--- config.mk ---
export PLATFORM = sky130hd
export DESIGN_NAME = rr_object_arbiter_flat
export DESIGN_NICKNAME = d
export VERILOG_FILES = /design/src/rtl/rr_object_arbiter_if.sv /design/src/rtl/rr_object_arbiter.sv /design/src/flat_wrapper.sv
export SDC_FILE = /design/constraint.sdc
export NUM_CORES = 1
export LEC_CHECK = 0
export CORE_ASPECT_RATIO = 0.8
export CORE_UTILIZATION = 55
export DETAILED_ROUTE_END_ITERATION = 10
export PLACE_DENSITY = 0.92
export SYNTH_ARGS = -nofsm -noshare
export SYNTH_HDL_FRONTEND = slang
export SYNTH_SLANG_ARGS = --single-unit
export TNS_END_PERCENT = 20
--- constraint.sdc ---
create_clock -name clk -period 5.1 [get_ports clk]
set_clock_uncertainty 0.1 [all_clocks]
set_input_delay 1.02 -clock clk [delete_from_list [all_inputs] [get_ports clk]]
set_output_delay 1.02 -clock clk [all_outputs]
set_load 0.05 [all_outputs]
--- src/rtl/rr_object_arbiter_if.sv ---
// Handshake bundle between the object FSMs and the shared-resource arbiter.
// master: drives req/done, sees grant side; slave: the arbiter itself.
interface rr_object_arbiter_if #(
   parameter int N_REQ = 8,
   parameter int IDX_W = 3
);
   logic [N_REQ-1:0] req;
   logic             done;
   logic [N_REQ-1:0] grant;
   logic [IDX_W-1:0] grant_idx;
   logic             grant_valid;
   logic             timeout;

   modport master (
      output req,
      output done,
      input  grant,
      input  grant_idx,
      input  grant_valid,
      input  timeout
   );

   modport slave (
      input  req,
      input  done,
      output grant,
      output grant_idx,
      output grant_valid,
      output timeout
   );
endinterface

--- src/rtl/rr_object_arbiter.sv ---
// Round-robin arbiter for the shared object renderer / object RAM port.
// Ports: clk, rst (async, active-high), bus (slave: req, done -> grant,
// grant_idx, grant_valid, timeout). Cycle: IDLE -> BUSY -> GAP -> IDLE.
module rr_object_arbiter #(
   parameter int N_REQ    = 8,
   parameter int IDX_W    = 3,
   parameter int MAX_HOLD = 15,
   parameter int HOLD_W   = 4
) (
   input  logic              clk,
   input  logic              rst,
   rr_object_arbiter_if.slave bus
);

   if (N_REQ < 2 || N_REQ > 32) begin : g_bad_n
      $error("rr_object_arbiter: N_REQ out of range");
   end
   if ((2 ** IDX_W) < N_REQ) begin : g_bad_w
      $error("rr_object_arbiter: IDX_W too narrow");
   end
   if (MAX_HOLD < 1 || MAX_HOLD > (2 ** HOLD_W) - 1) begin : g_bad_h
      $error("rr_object_arbiter: MAX_HOLD out of range");
   end

   typedef enum logic [1:0] {
      IDLE = 2'd0,
      BUSY = 2'd1,
      GAP  = 2'd2
   } state_t;

   state_t            state_q, state_d;
   logic [IDX_W-1:0]  ptr_q, ptr_d;
   logic [IDX_W-1:0]  idx_q, idx_d;
   logic [HOLD_W-1:0] hold_q, hold_d;
   logic [N_REQ-1:0]  grant_q, grant_d;
   logic              valid_q, valid_d;
   logic              tout_q, tout_d;

   logic [N_REQ-1:0]  masked;
   logic [IDX_W-1:0]  pick;
   logic              pick_ok;
   logic              req_cur;
   logic              at_limit;
   logic              release_now;
   logic [IDX_W-1:0]  next_ptr;

   // Requests at or above the pointer win; otherwise wrap to the
   // lowest request overall. Descending scan leaves the lowest hit.
   always_comb begin
      masked  = '0;
      pick    = '0;
      pick_ok = 1'b0;
      for (int i = 0; i < N_REQ; i++) begin
         masked[i] = bus.req[i] && (i >= int'(ptr_q));
      end
      for (int i = N_REQ - 1; i >= 0; i--) begin
         if (masked[i]) begin
            pick    = IDX_W'(i);
            pick_ok = 1'b1;
         end
      end
      if (!pick_ok) begin
         for (int i = N_REQ - 1; i >= 0; i--) begin
            if (bus.req[i]) begin
               pick    = IDX_W'(i);
               pick_ok = 1'b1;
            end
         end
      end
   end

   // grant_q is one-hot on the owner, so this is req[owner].
   assign req_cur  = |(bus.req & grant_q);
   assign at_limit = (hold_q == HOLD_W'(MAX_HOLD - 1));
   assign release_now = bus.done || !req_cur || at_limit;
   assign next_ptr = (idx_q == IDX_W'(N_REQ - 1)) ?
                     '0 : idx_q + IDX_W'(1);

   always_comb begin
      state_d = state_q;
      ptr_d   = ptr_q;
      idx_d   = '0;
      hold_d  = hold_q;
      grant_d = '0;
      valid_d = 1'b0;
      tout_d  = 1'b0;
      unique case (state_q)
         IDLE: begin
            hold_d = '0;
            if (pick_ok) begin
               state_d = BUSY;
               idx_d   = pick;
               grant_d = N_REQ'(1) << pick;
               valid_d = 1'b1;
            end
         end
         BUSY: begin
            if (hold_q != HOLD_W'(MAX_HOLD)) begin
               hold_d = hold_q + HOLD_W'(1);
            end
            if (release_now) begin
               state_d = GAP;
               // Pointer moves past the owner as it leaves, so the
               // next search in IDLE already sees the rotated value.
               ptr_d   = next_ptr;
               // done and abort take precedence over the hold limit.
               tout_d  = !bus.done && req_cur;
            end else begin
               idx_d   = idx_q;
               grant_d = grant_q;
               valid_d = 1'b1;
            end
         end
         GAP: begin
            state_d = IDLE;
            hold_d  = '0;
         end
         default: begin
            state_d = IDLE;
         end
      endcase
   end

   always_ff @(posedge clk or posedge rst) begin
      if (rst) begin
         state_q <= IDLE;
         ptr_q   <= '0;
         idx_q   <= '0;
         hold_q  <= '0;
         grant_q <= '0;
         valid_q <= 1'b0;
         tout_q  <= 1'b0;
      end else begin
         state_q <= state_d;
         ptr_q   <= ptr_d;
         idx_q   <= idx_d;
         hold_q  <= hold_d;
         grant_q <= grant_d;
         valid_q <= valid_d;
         tout_q  <= tout_d;
      end
   end

   assign bus.grant       = grant_q;
   assign bus.grant_idx   = idx_q;
   assign bus.grant_valid = valid_q;
   assign bus.timeout     = tout_q;

endmodule

--- src/flat_wrapper.sv ---
// flat-port wrapper written by rule: the top's interface ports become plain ports
module rr_object_arbiter_flat 
#(
   parameter int N_REQ    = 8,
   parameter int IDX_W    = 3,
   parameter int MAX_HOLD = 15,
   parameter int HOLD_W   = 4
)
  (clk, rst, bus_req, bus_done, bus_grant, bus_grant_idx, bus_grant_valid, bus_timeout);
  rr_object_arbiter_if #(.N_REQ(N_REQ), .IDX_W(IDX_W)) bus_i ();
  input  logic clk;
  input  logic rst;
  input wire logic [$bits(bus_i.req)-1:0] bus_req;
  input wire logic [$bits(bus_i.done)-1:0] bus_done;
  output wire logic [$bits(bus_i.grant)-1:0] bus_grant;
  output wire logic [$bits(bus_i.grant_idx)-1:0] bus_grant_idx;
  output wire logic [$bits(bus_i.grant_valid)-1:0] bus_grant_valid;
  output wire logic [$bits(bus_i.timeout)-1:0] bus_timeout;
  assign bus_i.req = bus_req;
  assign bus_i.done = bus_done;
  assign bus_grant = bus_i.grant;
  assign bus_grant_idx = bus_i.grant_idx;
  assign bus_grant_valid = bus_i.grant_valid;
  assign bus_timeout = bus_i.timeout;
  rr_object_arbiter #(.N_REQ(N_REQ), .IDX_W(IDX_W), .MAX_HOLD(MAX_HOLD), .HOLD_W(HOLD_W)) u_core (.clk(clk), .rst(rst), .bus(bus_i));
endmodule
; After elaboration in Yosys (flattened, before gate mapping)
; Index checks and enable logic that the tools add are counted.
[totals]
ram_bits = 0
rom_bits = 0
n_memories = 0
latchBits = 0
out_inout_bits = 13
reg_bits = 22
[classes]
n_bitwise = 1
n_reduce_logical = 19
multipliers = 0
muxes = 50
n_eq_ne = 8
n_shift = 1
magnitude_cmp = 7
n_addsub = 2
n_div = 0
[ops]
columns = cell, count
row1 = two-way mux 3 bit, 20
row2 = two-way mux 1 bit, 20
row3 = two-way mux 8 bit, 2
row4 = one-hot mux 8 bit (2 select lines), 1
row5 = "greater-or-equal comparator 3 bit, first input constant", 3
row6 = AND 8 bit, 1
row7 = logical AND 1 bit, 8
row8 = one-hot mux 4 bit (2 select lines), 1
row9 = OR reduction 8 bit, 1
row10 = "<< shifter 1 x 3 -> 8 bit, first input constant", 1
row11 = "greater-or-equal comparator 1 x 3 -> 1 bit, first input constant", 2
row12 = "greater-or-equal comparator 2 x 3 -> 1 bit, first input constant", 2
row13 = "!= test 2 x 1 -> 1 bit, second input constant", 3
row14 = one-hot mux 3 bit (2 select lines), 1
row15 = AND reduction 2 bit, 3
row16 = "adder 4 x 1 -> 4 bit, second input constant", 1
row17 = "== test 4 bit, second input constant", 1
row18 = two-way mux 2 bit, 2
row19 = two-way mux 4 bit, 1
row20 = "!= test 4 bit, second input constant", 1
row21 = one-hot mux 2 bit (2 select lines), 1
row22 = "adder 3 x 1 -> 3 bit, second input constant", 1
row23 = "== test 3 bit, second input constant", 1
row24 = "== test 2 x 1 -> 1 bit, second input constant", 1
row25 = 7 further kinds, 9

; Longest topological paths before layout
; Gate-level depths: netlist of the first run.
[depth]
ltp_word = 21
mapped_depth = 7
depth_no_buf = 6

; Least setup slack after synthesis of the first run
; OpenSTA, ideal clock, no wires.
[synth_timing]
path_kind = input-to-reg
startpoint = in bus_req[0]
endpoint = reg u_core.grant_q[1] (netlist: u_core.bus.grant[1])
path_buffers = 0
setup_slack_ns = 2.831
t_required_ns = 4.878
setup_ns = 0.122
stages = 5
arrival_time_ns = 2.048
path_cell_list = nor2b_2 a221oi_2 o221a_2 a311o_1 a32o_1
[synth_via]
elab_chain_len = 14
[synth_lines]
columns = item, line
row1 = from (decl), flat_wrapper.sv:13  ; input wire logic [$bits(bus_i.req)-1:0] bus_req;
row2 = logical AND 1 bit, rr_object_arbiter.sv:54  ; masked[i] = bus.req[i] && (i >= int'(ptr_q));
row3 = two-way mux 3 bit, rr_object_arbiter.sv:57  ; if (masked[i]) begin
row4 = two-way mux 3 bit (8 in a row), rr_object_arbiter.sv:64  ; if (bus.req[i]) begin
row5 = two-way mux 3 bit, rr_object_arbiter.sv:62  ; if (!pick_ok) begin
row6 = << shifter 1 x 3 -> 8 bit, rr_object_arbiter.sv:93  ; grant_d = N_REQ'(1) << pick;
row7 = two-way mux 8 bit, rr_object_arbiter.sv:90  ; if (pick_ok) begin
row8 = one-hot mux 8 bit (2 select lines), rr_object_arbiter.sv:87  ; unique case (state_q)
row9 = to (signal assigned), rr_object_arbiter.sv:138  ; grant_q <= grant_d;
row10 = to (decl), rr_object_arbiter.sv:35  ; logic [N_REQ-1:0] grant_q, grant_d;
; Parallel ways exist; a longest one is shown, timed or not.
; A chain may end at the register's enable or synchronous reset.

; Final worst setup path of the first run
[layout_timing]
startpoint = in bus_req[4]
endpoint = reg u_core.grant_q[5] (netlist: u_core.bus.grant[5])
[layout_via]
elab_chain_len = 18
[layout_lines]
columns = item, line
row1 = logical AND 1 bit, rr_object_arbiter.sv:54
row2 = two-way mux 3 bit (5 in a row), rr_object_arbiter.sv:57
row3 = two-way mux 3 bit (8 in a row), rr_object_arbiter.sv:64
row4 = two-way mux 3 bit, rr_object_arbiter.sv:62
row5 = << shifter 1 x 3 -> 8 bit, rr_object_arbiter.sv:93
row6 = two-way mux 8 bit, rr_object_arbiter.sv:90
row7 = one-hot mux 8 bit (2 select lines), rr_object_arbiter.sv:87
; Parallel ways exist; a longest one is shown, timed or not.

==> flow_metrics.tcl, run 1 <==
set metrics [dict create \
    postLayoutCoreUtil_pct 71.6 \
    cts_resized 0 \
    net-switching-power_mw 0.402 \
    cellPowerDensity_nw_per_um2 545 \
    sw_frac_of_total_pct 47.3 \
    crit_type "input port to register" \
    crit_path_max_fanout 13 \
    worstRegToRegCells 5 \
    vias_per_cell 6.60 \
    synth-edff-count 0 \
    placement.cell_area_um2 1520 \
    gr-total-overflow 0 \
    worstPathRequired_ns 5.25 \
    layout_min_cycle_time_ns 2.97 \
    cts-hold-fix-buffers 0 \
    floorplan.die.height_um 45.1 \
    track_usage_pct 26.5 \
    initial_cell_density_of_the_core_pct 58.7 \
    first_iter_violations 76 \
    number_of_antenna_violations_at_the_first_check_in_global_routing 0 \
    synth-seq-cells 22 \
    min_period_over_period_pct 58.2 \
    multiInputGateArea_um2 673 \
    critPathBufInv 1 \
    number_of_buffers_added_by_the_clock_tree_synthesis_step 3 \
    grt_start_max_net_pins 23 \
    ioPinCount 24 \
    rows 15 \
    status "finished, final reports clean" \
    cap_viol_max_count 0 \
    finalInstanceArea_um2 1560 \
    antenna_cells_inserted 0 \
    fin_tns_setup_ns 0 \
    grt_pass1_wl_um 5130 \
    startpoint_class "input port" \
    hold_class "register to register" \
    synth-async-reset-ratio_pct 100 \
    clk_root_buffer_cell "clkbuf_4" \
    coreArea_um2 2180 \
    drtPass1Iterations 4 \
    ys.flop_type "dfrtp_1" \
    grt_pass1_vias 1075 \
    yosysWarningCount 0 \
    cellInternalPower_mw 0.448 \
    drive_gt1_share_pct 10.2 \
    slew_viol_final 0 \
    seq_area_frac_synth_pct 43.1 \
    cts.reportedPaths.clkPinSlew_ns 0.12 \
    gp_congestion 0.769 \
    critical_path.max_stage_delay_ns 0.87 \
    clock_path_buffers 2 \
    setup_viol_count_final 0 \
    max_clock_freq_ghz 0.337 \
    setup_slack_of_the_critical_path_after_layout_ns 2.13 \
    hpwlAfterDp_um 2410 \
    comb_power_share_pct 53.8 \
    insertion_delay_ns 0.31 \
    post_cts.repair.setup_buffers 0 \
    cp_slowest_cell "nor4_2" \
    synth.avg_cell_area_um2 10.4 \
    power.static_leakage_nw 0.705 \
    total_die_area_um2 2520 \
    synth.net_count 138 \
    pre_cts_ws_ns 1.86 \
    relSlewSlack_pct 31.0 \
    number_of_inserted_filler_cells_in_the_final_layout 163 \
    leading_cell_type_in_the_layout_fill_and_taps_excluded "clkdlybuf4s50_1" \
    cpLargestDelayFamily "simple AND/OR/NAND/NOR gates" \
    timing.critical_path.to_type "register" \
    cts_tree "built" \
    min-delay-start "u_core.bus.grant[4]$_DFFE_PP0P_" \
    wl_per_cell_um 18.3 \
    timing.critical_path.arrival_ns 3.12 \
    numPlacedInstances 168 \
    irDropWorstVdd_mv 0.416 \
    buffer_ports.inserted 23 \
    worst_hold_path.num_cells 1 \
    startpoint "bus_req[4]" \
    rsz0062_at_grt "false" \
    clock_sinks 22 \
    die_w_um 55.9 \
    power_frac_clock_pct 11.4 \
    cp_num_cells 5 \
    routed-via-count 1135 \
    fin_nets 163 \
    most-common-layout-cells "23 x clkdlybuf4s50_1, 22 x dfrtp_1, 10 x inv_1" \
    r2r-start "u_core.hold_q[0]$_DFFE_PP0P_" \
    detail_route.drc_violations 0 \
    htree_num_levels 1 \
    power.total_mw 0.850 \
    synth.lib_cells_used.distinct 51 \
    antenna_violating_nets_post_route 0 \
    worstMarginPinSlew_ns 1.03 \
    fraction_of_power_consumed_by_sequential_logic_pct 34.8 \
    final-instance-count-excl-fill 172 \
    number_of_endpoints_with_negative_hold_slack_in_the_final_report 0 \
    post_synth_instance_area_um2 1280 \
    wl_um 3140 \
    holdWs_ns 0.457 \
    sequence_of_cells_on_the_critical_path "clkdlybuf4s50_1 > a22oi_1 > and4_4 > nor4_2 > a32o_1" \
    layout-area-overhead-vs-synth_pct 21.9 \
    post_synthesis_cells 123 \
    register_area_um2 551 \
]
==> final cells by class <==
type,count,area share [%]
tap,25,2.01
timing repair buffer,23,14.8
multi-input combinational,88,43.2
inverter,10,2.41
clock buffer,4,2.33
sequential,22,35.3
==> flip-flops by register name, summed over array words and instances (netlist names) <==
signal	count
u_core.ptr_q	3
u_core.bus.timeout	1
u_core.hold_q	4
u_core.bus.grant_idx	3
u_core.bus.grant_valid	1
u_core.bus.grant	8
u_core.state_q	2
==> worst paths after layout <==
path	to	slack, ns
max in group asynchronous	u_core.bus.grant[7]$_DFFE_PP0P_	3.32
worst max register to register	u_core.bus.grant[5]$_DFFE_PP0P_	2.96
worst min register to register	u_core.bus.grant[4]$_DFFE_PP0P_	0.46
worst max-delay path	u_core.bus.grant[5]$_DFFE_PP0P_	2.13
worst min-delay path	u_core.bus.grant[4]$_DFFE_PP0P_	0.46
min in group asynchronous	u_core.bus.grant[6]$_DFFE_PP0P_	1.06
==> kinds of logic after synthesis <==
| logic type | Yosys count | share of synthesized area (%) |
|---|---|---|
| AND/OR/NAND/NOR | 40 | 19.3 |
| AO/OA/AOI/OAI | 40 | 26.2 |
| adder cells (fa/ha/maj) | 4 | 3.91 |
| multiplexers | 3 | 2.54 |
| flip-flops | 22 | 43.1 |
| buffers and inverters | 13 | 4.31 |
| XOR/XNOR | 1 | 0.685 |
==> power groups by stage <==
stage / clock, mW / combinational (mW) / sequential (mW)
floorplan: 0 / 0.235 / 0.378
global placement: 0 / 0.437 / 0.295
detailed placement: 0 / 0.454 / 0.296
CTS: 0.0979 / 0.456 / 0.293
global route: 0.106 / 0.489 / 0.305
finish: 0.0969 / 0.457 / 0.296
==> routing by layer <==
metal  wire length, um  share of wire (%)  global-route usage [%]
met1              1340                 43                    36.9
met2              1450                 46                    43.1
met3               344                 11                    7.45
met4                10               0.32                    3.90
met5                 0                  0                       0
==> Yosys cell counts (2+ instances only) <==
master	instances	area, um2
inv_1	10	37.5
nand2_1	5	18.8
a21o_1	3	22.5
nor4_1	2	12.5
nand2b_1	3	18.8
nand3b_1	2	15.0
o21ai_0	3	15.0
buf_2	2	10.0
nor2_1	9	33.8
mux2_2	2	22.5
nor2b_1	4	25.0
dfrtp_1	22	551
nand3_1	2	10.0
ha_1	4	50.1
a21oi_1	3	15.0
a32o_1	8	80.1
o21ai_1	2	10.0
a22oi_1	4	30.0
Note: power is estimated with default switching activity, not from simulation.
==> inputs of run 2 (changes only) <==
--- a/config.mk
+++ b/config.mk
@@ -6,9 +6,9 @@
 export NUM_CORES = 1
 export LEC_CHECK = 0
 export CORE_ASPECT_RATIO = 0.8
-export CORE_UTILIZATION = 55
+export CORE_UTILIZATION = 51
 export DETAILED_ROUTE_END_ITERATION = 10
-export PLACE_DENSITY = 0.92
+export PLACE_DENSITY = 0.86
 export SYNTH_ARGS = -nofsm -noshare
 export SYNTH_HDL_FRONTEND = slang
 export SYNTH_SLANG_ARGS = --single-unit
==> constraint.sdc (replaced) <==
create_clock -name clk -period 3 [get_ports clk]
set_clock_uncertainty 0.1 [all_clocks]
set_input_delay 0.6 -clock clk [delete_from_list [all_inputs] [get_ports clk]]
set_output_delay 0.6 -clock clk [all_outputs]
set_load 0.05 [all_outputs]
==> flow_metrics.tcl, run 2 (same netlist as run 1, synthesis figures left out) <==
set metrics [dict create \
    status "finished with violations" \
    violations_in_the_final_reports "design-rule violations" \
    layout-area-overhead-vs-synth_pct 23.8 \
    buffer_ports.inserted 23 \
    timing.critical_path.to_type "register" \
    rsz0062_at_grt "false" \
    antenna_cells_inserted 0 \
    cellInternalPower_mw 0.827 \
    clk_root_buffer_cell "clkbuf_4" \
    power.static_leakage_nw 0.717 \
    worst_hold_path.num_cells 1 \
    grt_pass1_wl_um 5260 \
    sequence_of_cells_on_the_critical_path "clkdlybuf4s50_1 > nor2b_2 > o21ai_1 > and2_1 > a311oi_2 > a32o_1" \
    relSlewSlack_pct 45.0 \
    first_iter_violations 87 \
    post_cts.repair.setup_buffers 0 \
    cts_tree "built" \
    routed-via-count 1133 \
    rows 15 \
    min_period_over_period_pct 78.2 \
    cp_slowest_cell "clkdlybuf4s50_1" \
    initial_cell_density_of_the_core_pct 56.8 \
    fin_nets 164 \
    met3_layer_wire_length_in_the_routed_design_um 248 \
    gr-total-overflow 0 \
    largest_register_ffs 8 \
    detail_route.drc_violations 2 \
    setup_slack_of_the_critical_path_after_layout_ns 0.654 \
    number_of_endpoints_with_negative_hold_slack_in_the_final_report 0 \
    floorplan.die.height_um 46.8 \
    die_w_um 58.0 \
    number_of_antenna_violations_at_the_first_check_in_global_routing 0 \
    vias_per_cell 6.55 \
    cts-hold-fix-buffers 0 \
    met1Wirelength_um 1450 \
    grt_pass1_vias 1050 \
    cts_resized 0 \
    slew_viol_final 0 \
    layout_min_cycle_time_ns 2.35 \
    critical_path.max_stage_delay_ns 0.59 \
    hpwlAfterDp_um 2440 \
    r2r-start "u_core.ptr_q[2]$_DFFE_PP0P_" \
    slack_of_the_worst_reg_to_reg_path_ns 1.08 \
    track_usage_pct 26.8 \
    comb_power_share_pct 51.9 \
    leading_cell_type_in_the_layout_fill_and_taps_excluded "clkdlybuf4s50_1" \
    power.total_mw 1.52 \
    total_die_area_um2 2710 \
    fin_tns_setup_ns 0 \
    worstRegToRegCells 5 \
    antenna_violating_nets_post_route 0 \
    cellPowerDensity_nw_per_um2 961 \
    worstPathRequired_ns 3.15 \
    worstMarginPinSlew_ns 0.824 \
    crit_path_max_fanout 5 \
    startpoint_class "input port" \
    insertion_delay_ns 0.31 \
    number_of_inserted_filler_cells_in_the_final_layout 168 \
    postLayoutCoreUtil_pct 70.3 \
    critPathBufInv 1 \
    coreArea_um2 2250 \
    drive_gt1_share_pct 10.8 \
    clock_sinks 22 \
    cap_viol_max_count 0 \
    wl_um 3240 \
    min-delay-start "u_core.bus.grant[7]$_DFFE_PP0P_" \
    ioPinCount 24 \
    pre_cts_ws_ns 0.339 \
    cts.reportedPaths.clkPinSlew_ns 0.12 \
    gp_congestion 0.867 \
    hold_class "register to register" \
    worstReg2RegEnd "u_core.bus.grant[5]$_DFFE_PP0P_" \
    power_frac_clock_pct 14.9 \
    drtPass1Iterations 7 \
    clock_path_buffers 2 \
    htree_num_levels 1 \
    irDropWorstVdd_mv 0.577 \
    crit_type "input port to register" \
    net-switching-power_mw 0.695 \
    fraction_of_power_consumed_by_sequential_logic_pct 33.3 \
    max_clock_freq_ghz 0.426 \
    timing.critical_path.arrival_ns 2.50 \
    met2RoutedLength_um 1520 \
    highest_layer "met4" \
    finalInstanceArea_um2 1580 \
    most-common-layout-cells "23 x clkdlybuf4s50_1, 22 x dfrtp_1, 10 x inv_1" \
    grt_start_max_net_pins 23 \
    setup_viol_count_final 0 \
    cpLargestDelayFamily "compound AO/OA/AOI/OAI gates" \
    wl_per_cell_um 18.7 \
    holdPathEnd "u_core.bus.grant[7]$_DFFE_PP0P_" \
    sw_frac_of_total_pct 45.7 \
    placement.cell_area_um2 1530 \
    number_of_buffers_added_by_the_clock_tree_synthesis_step 3 \
]
-- run 2: changes by cell type in the layout (fill, tap and decap cells not counted), sizes merged --
cell	delta
bufinv	+1
clkbuf	-1
buf	+1
-- run 2: power by group through the flow --
stage,Sequential [mW],Clock [mW],Combinational (mW)
finish,0.506,0.227,0.789
global route,0.522,0.244,0.843
CTS,0.503,0.231,0.785
detailed placement,0.508,0,0.782
global placement,0.500,0,0.752
floorplan,0.643,0,0.400
-- run 2: cell type report --
cell class / count / area, um2 / area share, %
clock inverter: 1 / 30.0 / 1.90
timing repair buffer: 24 / 238 / 15.0
multi-input combinational: 88 / 673 / 42.5
tap: 25 / 31.3 / 1.98
clock buffer: 3 / 22.5 / 1.42
inverter: 10 / 37.5 / 2.37
sequential: 22 / 551 / 34.8
-- run 2: metal layers --
| metal | vias to the layer above | global-route usage [%] |
|---|---|---|
| met5 | - | 0 |
| li1 | 522 | - |
| met2 | 49 | 41.1 |
| met1 | 555 | 38.5 |
| met3 | 7 | 7.71 |
| met4 | 0 | 5.71 |
-- run 2: worst max-delay path by stage --
stage | slack (ns) | depth (start not counted) | start | endpoint
finish | 0.65 | 6 | bus_req[0] | u_core.bus.grant[0]$_DFFE_PP0P_
global route | 0.58 | 6 | bus_req[0] | u_core.bus.grant[4]$_DFFE_PP0P_
CTS | 0.68 | 6 | bus_req[0] | u_core.bus.grant[0]$_DFFE_PP0P_
detailed placement | 0.34 | 6 | bus_req[0] | u_core.bus.grant[5]$_DFFE_PP0P_
global placement | 0.39 | 6 | bus_req[5] | u_core.bus.grant[3]$_DFFE_PP0P_
floorplan | 1.15 | 5 | bus_req[0] | u_core.bus.grant[1]$_DFFE_PP0P_
-- run 2: stage by stage --
step / hold slack [ns] / instances
after floorplan: 0.400 / 123
after global placement: 0.417 / 169
after detailed placement: 0.425 / 169
after CTS: 0.450 / 173
after global routing: 0.486 / 173
final: 0.446 / 173
==> inputs of run 3 (changes only) <==
--- a/config.mk
+++ b/config.mk
@@ -6,9 +6,9 @@
 export NUM_CORES = 1
 export LEC_CHECK = 0
 export CORE_ASPECT_RATIO = 0.8
-export CORE_UTILIZATION = 51
+export CORE_UTILIZATION = 46
 export DETAILED_ROUTE_END_ITERATION = 10
-export PLACE_DENSITY = 0.86
+export PLACE_DENSITY = 0.83
 export SYNTH_ARGS = -nofsm -noshare
 export SYNTH_HDL_FRONTEND = slang
 export SYNTH_SLANG_ARGS = --single-unit
==> constraint.sdc (replaced) <==
create_clock -name clk -period 2 [get_ports clk]
set_clock_uncertainty 0.1 [all_clocks]
set_input_delay 0.4 -clock clk [delete_from_list [all_inputs] [get_ports clk]]
set_output_delay 0.4 -clock clk [all_outputs]
set_load 0.05 [all_outputs]
==> flow_metrics.tcl, run 3 (same netlist as run 1, synthesis figures left out) <==
set metrics [dict create \
    status "finished, final reports clean" \
    net-switching-power_mw 1.12 \
    number_of_buffers_added_by_the_clock_tree_synthesis_step 3 \
    power_frac_clock_pct 13.9 \
    timing.critical_path.to_type "register" \
    rows 16 \
    layout_min_cycle_time_ns 1.99 \
    routed-via-count 1213 \
    floorplan.die.height_um 49.2 \
    htree_num_levels 1 \
    total_die_area_um2 3000 \
    irDropWorstVdd_mv 0.909 \
    numPlacedInstances 197 \
    cellInternalPower_mw 1.35 \
    crit_type "input port to register" \
    startpoint_class "input port" \
    hold_class "input port to async pin" \
    antenna_cells_inserted 0 \
    cts_tree "built" \
    layout-area-overhead-vs-synth_pct 36.5 \
    initial_cell_density_of_the_core_pct 50.3 \
    vias_per_cell 6.00 \
    coreArea_um2 2540 \
    fin_nets 182 \
    die_w_um 60.9 \
    insertion_delay_ns 0.31 \
    slew_viol_final 0 \
    relSlewSlack_pct 66.3 \
    buffer_ports.inserted 23 \
    antenna_violating_nets_post_route 0 \
    largest_register_ffs 8 \
    gr-total-overflow 0 \
    wl_um 3590 \
    first_iter_violations 70 \
    min_period_over_period_pct 99.3 \
    power.total_mw 2.47 \
    cellPowerDensity_nw_per_um2 1410 \
    number_of_endpoints_with_negative_hold_slack_in_the_final_report 0 \
    most-common-layout-cells "27 x buf_4, 22 x dfrtp_1, 10 x inv_1" \
    sw_frac_of_total_pct 45.5 \
    rsz0062_at_grt "true" \
    crit_path_max_fanout 4 \
    power.static_leakage_nw 0.880 \
    post_cts.repair.setup_buffers 0 \
    clock_path_buffers 2 \
    worstMarginPinSlew_ns 0.505 \
    setup_viol_count_final 0 \
    fraction_of_power_consumed_by_sequential_logic_pct 31.1 \
    cts.reportedPaths.clkPinSlew_ns 0.12 \
    gp_congestion 0.927 \
    comb_power_share_pct 55.0 \
    worstPathRequired_ns 2.12 \
    grt_pass1_vias 1167 \
    track_usage_pct 26.7 \
    drive_gt1_share_pct 29.5 \
    hpwlAfterDp_um 2740 \
    cap_viol_max_count 0 \
    wl_per_cell_um 17.8 \
    clock_sinks 22 \
    timing.critical_path.arrival_ns 2.10 \
    clk_root_buffer_cell "clkbuf_4" \
    grt_start_max_net_pins 23 \
    number_of_antenna_violations_at_the_first_check_in_global_routing 0 \
    drtPass1Iterations 4 \
    grt_pass1_wl_um 5730 \
    final-instance-count-excl-fill 202 \
    ioPinCount 24 \
    leading_cell_type_in_the_layout_fill_and_taps_excluded "buf_4" \
    detail_route.drc_violations 0 \
    cts-hold-fix-buffers 0 \
    max_clock_freq_ghz 0.503 \
]
[run 3: changes by cell type in the layout (fill, tap and decap cells not counted), moves of 2 or more]
cell / before / now
dlygate4sd2_1: 0 / 3
nor2b_4: 0 / 2
dlymetal6s2s_1: 0 / 3
nor2_2: 1 / 3
buf_6: 0 / 2
buf_4: 1 / 27
clkdlybuf4s50_1: 23 / 6
nor2_1: 9 / 7
[run 3: layout make-up]
class	count	area [um2]
fill	194	797
multi-input combinational	88	706
timing repair buffer	42	354
clock buffer	3	22.5
tap	36	45.0
clock inverter	1	30.0
inverter	10	37.5
sequential	22	551
[run 3: power groups by stage]
stage | registers [mW] | logic, mW | clock network (mW)
after floorplan | 0.965 | 0.600 | 0
after global placement | 0.750 | 1.24 | 0
after detailed placement | 0.766 | 1.28 | 0
final | 0.766 | 1.36 | 0.343
after CTS | 0.761 | 1.29 | 0.350
after global routing | 0.788 | 1.46 | 0.367
[run 3: metal layers]
metal	share of wire (%)	track usage, %
met2	45	40.1
met1	48	39.9
met3	6.7	6.37
met5	0	0
met4	0.25	3.79
[run 3: worst paths after layout]
check	start	to	slack [ns]	cells past startpoint
hold / removal	rst	u_core.state_q[0]$_DFFE_PP0P_	0.30	3
min in group clk	u_core.bus.grant_idx[0]$_DFFE_PP0P_	u_core.ptr_q[0]$_DFFE_PP0P_	0.47	1
max in group asynchronous	rst	u_core.bus.grant_idx[2]$_DFFE_PP0P_	1.28	3
hold reg to reg	u_core.bus.grant_idx[0]$_DFFE_PP0P_	u_core.ptr_q[0]$_DFFE_PP0P_	0.47	1
setup reg to reg	u_core.ptr_q[1]$_DFFE_PP0P_	u_core.bus.grant[5]$_DFFE_PP0P_	0.02	5
setup / recovery	bus_req[6]	u_core.bus.grant[5]$_DFFE_PP0P_	0.01	6
[run 3: worst max-delay path: stages]
cell and delay, ns:
clkdlybuf4s50_1 0.50, buf_4 0.15, o21ai_0 0.09, a221o_1 0.36, a311o_1 0.35, a32o_1 0.25
[run 3: what timing repair did]
item                                    in CTS  in global routing
pin swaps                                    0                  3
endpoints found under the setup margin       8                 12
gates resized for setup                      5                 11
cloned                                       0                  1
[run 3: metrics by stage]
step	TNS, ns	instance area, um2	hold WS, ns	util, %	worst slack (ns)
after detailed placement	-5.31	1640	0.424	64.7	-0.423
after floorplan	0	1280	0.289	-	0.162
final	0	1750	0.298	68.7	0.0135
after CTS	0	1700	0.300	66.9	0.0224
after global routing	-0.134	1750	0.324	68.7	-0.0480
after global placement	-4.98	1640	0.408	64.7	-0.400
